[config.mk]
export PLATFORM = sky130hd
export DESIGN_NAME = best_arr_sender
export DESIGN_NICKNAME = d
export VERILOG_FILES = /design/src/rtl/best_arr_sender.sv
export SDC_FILE = /design/constraint.sdc
export NUM_CORES = 1
export LEC_CHECK = 0
export BUFFER_PORTS_ARGS = -buffer_cell sky130_fd_sc_hd__buf_4
export CORE_ASPECT_RATIO = 1.1
export CORE_UTILIZATION = 53
export DETAILED_ROUTE_END_ITERATION = 16
export PLACE_DENSITY = 0.87
export SLEW_MARGIN = 20
export SYNTH_ARGS = -nofsm -noshare
export SYNTH_HDL_FRONTEND = slang
export SYNTH_SLANG_ARGS = --single-unit
export TNS_END_PERCENT = 100
[constraint.sdc]
create_clock -name clk -period 4.2 [get_ports clk]
set_clock_uncertainty 0.05 [all_clocks]
set_input_delay 0.42 -clock clk [delete_from_list [all_inputs] [get_ports clk]]
set_output_delay 0.42 -clock clk [all_outputs]
set_load 0.01 [all_outputs]
[src/rtl/best_arr_sender.sv]
// Streams the best-match index array from the best-array RAM into the output FIFO.
// The order is two column halves, then BLOCKING-wide column blocks, then rows, then columns within a block.
module best_arr_sender #(
  parameter int DATA_WIDTH = 11,
  parameter int ROW_SIZE   = 26,
  parameter int COL_SIZE   = 19,
  parameter int BLOCKING   = 4,
  parameter int NUM_QUERYS = ROW_SIZE * COL_SIZE,
  parameter int ADDR_WIDTH = $clog2(NUM_QUERYS)
) (
  input  logic                  clk,
  input  logic                  rst,
  input  logic                  send_best_arr,
  output logic                  busy,
  output logic                  done,
  output logic                  mem_rd_en,
  output logic [ADDR_WIDTH-1:0] mem_rd_addr,
  input  logic [DATA_WIDTH-1:0] mem_rd_data,
  output logic                  out_fifo_wenq,
  output logic [DATA_WIDTH-1:0] out_fifo_wdata,
  input  logic                  out_fifo_wfull_n
);

  localparam int HALF = ROW_SIZE / 2;
  localparam int NBLK = (HALF + BLOCKING - 1) / BLOCKING;
  localparam int XW   = $clog2(NBLK + 1);
  localparam int YW   = $clog2(COL_SIZE + 1);
  localparam int IW   = $clog2(BLOCKING + 1);

  typedef enum logic [1:0] {IDLE, RUN, DRAIN, DONE} state_t;

  function automatic logic [ADDR_WIDTH-1:0] tuple_addr(input logic          px,
                                                       input logic [XW-1:0] x,
                                                       input logic [YW-1:0] y,
                                                       input logic [IW-1:0] xi);
    logic [31:0] a;
    a = 32'(px) * 32'(HALF) + 32'(y) * 32'(ROW_SIZE) + 32'(x) * 32'(BLOCKING) + 32'(xi);
    return a[ADDR_WIDTH-1:0];
  endfunction

  state_t                 state_q;
  logic                   px_q;
  logic [XW-1:0]          x_q;
  logic [YW-1:0]          y_q;
  logic [IW-1:0]          xi_q;
  logic [ADDR_WIDTH-1:0]  addr_q;
  logic                   busy_q;
  logic                   done_q;
  logic                   rd_vld_q;
  logic [1:0]             cnt_q;
  logic [DATA_WIDTH-1:0]  head_q;
  logic [DATA_WIDTH-1:0]  tail_q;

  logic                   px_d;
  logic [XW-1:0]          x_d;
  logic [YW-1:0]          y_d;
  logic [IW-1:0]          xi_d;
  logic [ADDR_WIDTH-1:0]  addr_d;
  logic                   row_end;
  logic                   last_tuple;
  logic                   pop;
  logic                   issue;
  logic [2:0]             occ;

  // Occupancy counts skid entries plus the read whose data is on the bus, net of this cycle's pop.
  assign pop   = (cnt_q != 2'd0) && out_fifo_wfull_n;
  assign occ   = 3'(cnt_q) + 3'(rd_vld_q) - 3'(pop);
  assign issue = (state_q == RUN) && (occ < 3'd2);

  always_comb begin
    row_end    = (32'(xi_q) == 32'(BLOCKING - 1)) ||
                 (32'(x_q) * 32'(BLOCKING) + 32'(xi_q) + 32'd1 >= 32'(HALF));
    last_tuple = px_q && (32'(x_q) == 32'(NBLK - 1)) &&
                 (32'(y_q) == 32'(COL_SIZE - 1)) && row_end;
    px_d = px_q;
    x_d  = x_q;
    y_d  = y_q;
    xi_d = xi_q + 1'b1;
    // Columns past HALF in the last block are skipped by wrapping xi early.
    if (row_end) begin
      xi_d = '0;
      y_d  = y_q + 1'b1;
      if (32'(y_q) == 32'(COL_SIZE - 1)) begin
        y_d = '0;
        x_d = x_q + 1'b1;
        if (32'(x_q) == 32'(NBLK - 1)) begin
          x_d  = '0;
          px_d = ~px_q;
        end
      end
    end
    addr_d = tuple_addr(px_d, x_d, y_d, xi_d);
  end

  always_ff @(posedge clk) begin
    if (rst) begin
      state_q  <= IDLE;
      px_q     <= 1'b0;
      x_q      <= '0;
      y_q      <= '0;
      xi_q     <= '0;
      addr_q   <= '0;
      busy_q   <= 1'b0;
      done_q   <= 1'b0;
      rd_vld_q <= 1'b0;
      cnt_q    <= 2'd0;
      head_q   <= '0;
    end else begin
      rd_vld_q <= issue;
      done_q   <= 1'b0;
      if (issue) begin
        px_q   <= px_d;
        x_q    <= x_d;
        y_q    <= y_d;
        xi_q   <= xi_d;
        addr_q <= addr_d;
      end
      case ({rd_vld_q, pop})
        2'b10: begin
          if (cnt_q == 2'd0) head_q <= mem_rd_data;
          cnt_q <= cnt_q + 2'd1;
        end
        2'b01: begin
          head_q <= tail_q;
          cnt_q  <= cnt_q - 2'd1;
        end
        2'b11: head_q <= (cnt_q == 2'd1) ? mem_rd_data : tail_q;
        default: ;
      endcase
      case (state_q)
        IDLE: if (send_best_arr) begin
          state_q <= RUN;
          busy_q  <= 1'b1;
        end
        RUN: if (issue && last_tuple) state_q <= DRAIN;
        DRAIN: if (occ == 3'd0) begin
          state_q <= DONE;
          done_q  <= 1'b1;
          busy_q  <= 1'b0;
        end
        DONE: state_q <= IDLE;
        default: state_q <= IDLE;
      endcase
    end
  end

  // Second skid slot: only written when the head is occupied and stays occupied.
  always_ff @(posedge clk) begin
    if (rd_vld_q && (((cnt_q == 2'd1) && !pop) || ((cnt_q == 2'd2) && pop)))
      tail_q <= mem_rd_data;
  end

  assign busy           = busy_q;
  assign done           = done_q;
  assign mem_rd_en      = issue;
  assign mem_rd_addr    = addr_q;
  assign out_fifo_wenq  = (cnt_q != 2'd0);
  assign out_fifo_wdata = head_q;

endmodule

* After elaboration in Yosys (flattened, before gate mapping)
Index checks and enable logic that the tools add are counted. W data, S select, Z words.
Cells by class: magnitude comparators 2, add/subtract/negate cells 12, equality and inequality tests 15, multiply operators 2, reductions and logical operators 23, divide/modulo/power cells 0, mux-type cells 21, shift operators 0, bitwise gates (word level) 2
Operator list (number):
- $pmux W11 S3 | 1
- $mux W11 | 2
- $mux W3 | 4
- $eq A2 B2 Y1 const B | 5
- $mux W5 | 2
- $add A5 B9 Y9 | 1
- $add A9 B3 Y9 | 1
- $add A9 B5 Y9 | 1
- $logic_and A1 B1 Y1 | 9
- $mul A5 B4 Y8 const B | 1
- $pmux W2 S4 | 1
- $add A6 B1 Y7 const B | 1
- $ge A7 B4 Y1 const B | 1
- $add A3 B1 Y3 const B | 2
- $add A5 B3 Y6 | 1
- $eq A2 B1 Y1 const B | 3
- $eq A3 B2 Y1 const B | 2
- $mux W1 | 6
- $mux W2 | 3
- $ne A2 B2 Y1 const B | 3
- $reduce_and A3 Y1 | 2
- $reduce_bool A2 Y1 | 3
- $add A5 B1 Y5 const B | 1
- $eq A5 B5 Y1 const B | 1
- 17 further kinds | 20
Word-level totals: bits in writable memories 0, memories 0, memory bits (read-only) 0, word-level logic and storage cells 89, bits in latches 0, output and inout port bits 24, flip-flop bits (word level) 50

* Longest topological paths before layout
word-level depth 9, mapped depth 21

* Least setup slack after synthesis
No wires, ideal clock.
path type register to register, start reg xi_q[0], end reg addr_q[8] (netlist: mem_rd_addr[8]), data arrival time 4541 ps, slack -462 ps, setup time 70 ps, cell stages (with the launch flop) 18, cells stage by stage dfxtp_1 > inv_2 > ha_1 > or3_4 > a21oi_1 > nor3_1 > a21o_1 > ha_1 > fa_1 > fa_1 > ha_1 > ha_1 > o21a_1 > o31a_1 > o211ai_1 > xnor2_1 > nand2_1 > a21oi_1
On the way: cells in the longest elaborated chain, start to end 9, elaborated cells on any way between the ends 15
Ends and longest elaborated chain:
- start: declaration | RTL line 45 | logic [IW-1:0] xi_q;
- start signal: assignment | RTL line 115 | xi_q <= xi_d;
- $add A5 B3 Y6 | RTL line 72 | (32'(x_q) * 32'(BLOCKING) + 32'(xi_q) + 32'd1 >= 32'(HALF));
- $add A6 B1 Y7 | RTL line 72
- $ge A7 B4 Y1 | RTL line 72
- $logic_or A1 B1 Y1 (*) | RTL line 71 | row_end = (32'(xi_q) == 32'(BLOCKING - 1)) ||
- $mux W5 (*) | RTL line 80 | if (row_end) begin
- via y_d[1] | RTL line 56 | logic [YW-1:0] y_d;
- $mul A5 B4 Y8 (*) | RTL line 37 | a = 32'(px) * 32'(HALF) + 32'(y) * 32'(ROW_SIZE) + 32'(x) * 32'(BLOCKING) + 32'(xi);
- $add A5 B9 Y9 (*) | RTL line 37
- $add A9 B5 Y9 (*) | RTL line 37
- $add A9 B3 Y9 (*) | RTL line 37
- end signal: assignment | RTL line 116 | addr_q <= addr_d;
- end: declaration | RTL line 46 | logic [ADDR_WIDTH-1:0] addr_q;
Mark *: on every way through the listed nets, which the timed path passes. The rest lies on a longest branch. A chain may end at the register's enable or synchronous reset.

* Final worst setup path
start reg xi_q[2], end reg addr_q[8] (netlist: mem_rd_addr[8])
The elaborated chain is that of the path after synthesis.

==> impl_metrics.ini <==
[sta]
fin_ws_ns = -0.238
finalCriticalPeriod_ns = 4.44
fmax_ghz = 0.225
worst_pin_slew_ns = 0.950
drv_slew = 0
finalHoldViolCount = 0
rsz0062_at_grt = yes
post-route-period-util_pct = 106
max_slew_margin_pct = 36.4
setup_viol = 2

[yosys]
yosysTopAreaCellShare_pct = 22.9
seq_area_frac_synth_pct = 32.6
avgSynthCellArea_sq_um = 9.44
synth_seq_cells = 50
yosys_warnings = 0
synth_edf_count = 11
async_flop_share_pct = 0
synth.distinct_cells = 56
synth_top_area_cell = dfxtp_1
syn_nets = 425
synth_area_leaders = dfxtp_1 (23%), ha_1 (15%), edfxtp_1 (9.7%)
synth_area_sq_um = 3410
netlist_instances = 361
synthFlopType = dfxtp_1

[finish]
layout_commonest_cell = buf_4
layout.cells.most_common_list = buf_4 (72), dfxtp_1 (35), nor2_1 (34), ha_1 (33), nand2_1 (32)
instances_no_fill = 510
fin_nets = 493
drive_above_1_share_pct = 33.7
antenna_cells = 0
area_growth_pct = 27.2
fin_util_pct = 70.0

[detailed_routing]
routedWlPerCell_um = 17.1
drt_iter0_drc = 169
firstDrtPassIters = 4
wl_mm = 8.73
vias = 3013
ant_nets = 0
routed_via_density = 5.91
drc = 0

[run]
drv_cap = 0

[worst_setup_path]
crit_family = adder cells
cp_num_cells = 18
slowest_stage = fa_1
crit_start = xi_q[2]
worst_setup_path_end_kind = flop
reg2regPathDepth = 18
rr_endpoint = mem_rd_addr[8]
reg2reg_slack_ns = -0.24
worstPathMaxFanout = 5
critPathBufInv = 0
reg2reg_from = xi_q[2]
critPathKind = flop to flop
crit_path_frequent_cell = ha_4
cp.required_ns = 4.41
cp-start-kind = flop
crit_arrival_ns = 4.64
path_cells = ha_4 > a21o_1 > a31oi_4 > nand2_2 > a21oi_4 > nor3_2 > a21o_1 > ha_1 > fa_1 > fa_1 > ha_4 > ha_4 > o21a_1 > o31a_1 > o211ai_1 > xnor2_1 > nand2_1 > a21oi_2
crit_end = mem_rd_addr[8]
slowest_delay_ns = 0.56

[global_route]
antenna_found_initial = 0
grt_max_degree = 42
grt_usage_pct = 24.6
grt_first_pass_wirelength_mm = 13.1
grt_pass1_vias = 2863
grt_remaining_overflow = 0

[clocking]
clock_latency_ns = 0.32
cts_buffer_depth = 2
tritoncts = yes
htreeDepth = 2
cts_hold_buf = 0
cts.clk_slew.worst_paths_ns = 0.11
cts_buffers = 5
clockRootBuffer = clkbuf_8
clock_sinks = 50

[outcome]
status = finished with violations
violations = negative setup slack

[floorplanning]
initial_core_util_pct = 55.1
rows = 30
fp.dieArea_sq_um = 6760
die_w_um = 78.5
core-area_sq_um = 6190
ios = 39
die_h_um = 86.1

[power]
p_leak_nw = 1.90
vdd_ir_drop_max_uv = 291
p_per_area_nw_per_um2 = 388

[placed_design]
dp_cells = 494
io_buffers = 38
gp_congestion = 0.848
place_hpwl_mm = 5.97

[worst_hold_path]
hp-start = mem_rd_data[1]
hp-class = primary input to flop
[stage by stage]
step           cell area [sq um]  total power, mW  setup slack (ns)  hold slack, ns  setup TNS [ns]
2_1_floorplan               3500             1.10           -0.0985           0.402         -0.0985
3_3_place_gp                4040             1.33            -0.110           0.390          -0.195
3_5_place_dp                4040             1.36            -0.283           0.395          -0.554
4_1_cts                     4230             1.68            -0.174           0.238          -0.328
5_1_grt                     4340             1.79            -0.383           0.230          -0.848
6_report                    4340             1.68            -0.238           0.240          -0.311
[synth_stat cells (all sizes together) (3+ instances only)]
library cell / number
a211oi: 5
a21o: 7
a21oi: 20
a22oi: 13
a311oi: 12
a31oi: 4
and2: 3
buf: 3
clkbuf: 10
dfxtp: 39
edfxtp: 11
fa: 7
ha: 42
inv: 24
mux2: 16
mux2i: 6
nand2: 33
nand2b: 3
nand3: 8
nor2: 34
nor2b: 8
nor3: 3
o21ai: 10
or3: 5
xnor2: 6
xor2: 5
[sequential cells by signal (all words and copies together) (netlist names)]
name and cells:
tail_q 11, xi_q 3, busy 1, state_q 2
out_fifo_wdata 11, x_q 3, px_q 1, cnt_q 2
done 1, y_q 5, mem_rd_addr 9, rd_vld_q 1
[what timing repair did]
| action | 4_1_cts | 5_1_grt |
|---|---|---|
| buffers inserted | 5 | 4 |
| pin swaps | 12 | 10 |
| resized for setup | 12 | 18 |
| setup endpoints to repair | 4 | 5 |
[report_power, final]
group | internal (mW) | total, mW | switching (mW)
Clock | 0.125 | 0.314 | 0.188
Sequential | 0.587 | 0.657 | 0.0699
Combinational | 0.332 | 0.712 | 0.380
[logic make-up after synthesis]
logic type,count (synthesis),share of synthesized area (%)
simple gates,107,15.2
mux,22,7.49
flops,50,32.6
compound gates,85,17.8
fa+ha+maj,49,19.5
buf+inv,37,4.29
xor+xnor,11,3.05
[metal layers]
layer / vias up / wire length [um] / global-route usage, %
met1: 1468 / 3490 / 28.7
met5: - / 0 / 0
li1: 1438 / - / -
met2: 86 / 4720 / 45.1
met3: 21 / 342 / 4.36
met4: 0 / 168 / 8.59
[how the worst min path moves through the flow]
stage	end	slack [ns]	depth (start not counted)
CTS	tail_q[10]	0.24	1
global placement	mem_rd_addr[7]	0.39	2
global route	tail_q[1]	0.23	1
detailed placement	mem_rd_addr[7]	0.40	2
finish	tail_q[1]	0.24	1
floorplan	px_q	0.40	2
[cell type report]
class | instances | area [sq um]
multi-input combinational | 274 | 2360
fill | 417 | 1860
sequential | 50 | 1120
timing repair buffer | 74 | 563
tap | 80 | 100
inverter | 24 | 92.6
clock buffer | 5 | 68.8
clock inverter | 3 | 28.8
[worst register-to-register path: stages (launching register included)]
cell and delay [ns]:
dfxtp_2 0.35, ha_4 0.26, a21o_1 0.19, a31oi_4 0.19, nand2_2 0.11, a21oi_4 0.19
nor3_2 0.08, a21o_1 0.17, ha_1 0.31, fa_1 0.56, fa_1 0.48, ha_4 0.31
ha_4 0.21, o21a_1 0.19, o31a_1 0.12, o211ai_1 0.25, xnor2_1 0.17, nand2_1 0.09
a21oi_2 0.10
No activity file was read; power rests on OpenSTA's default activity.
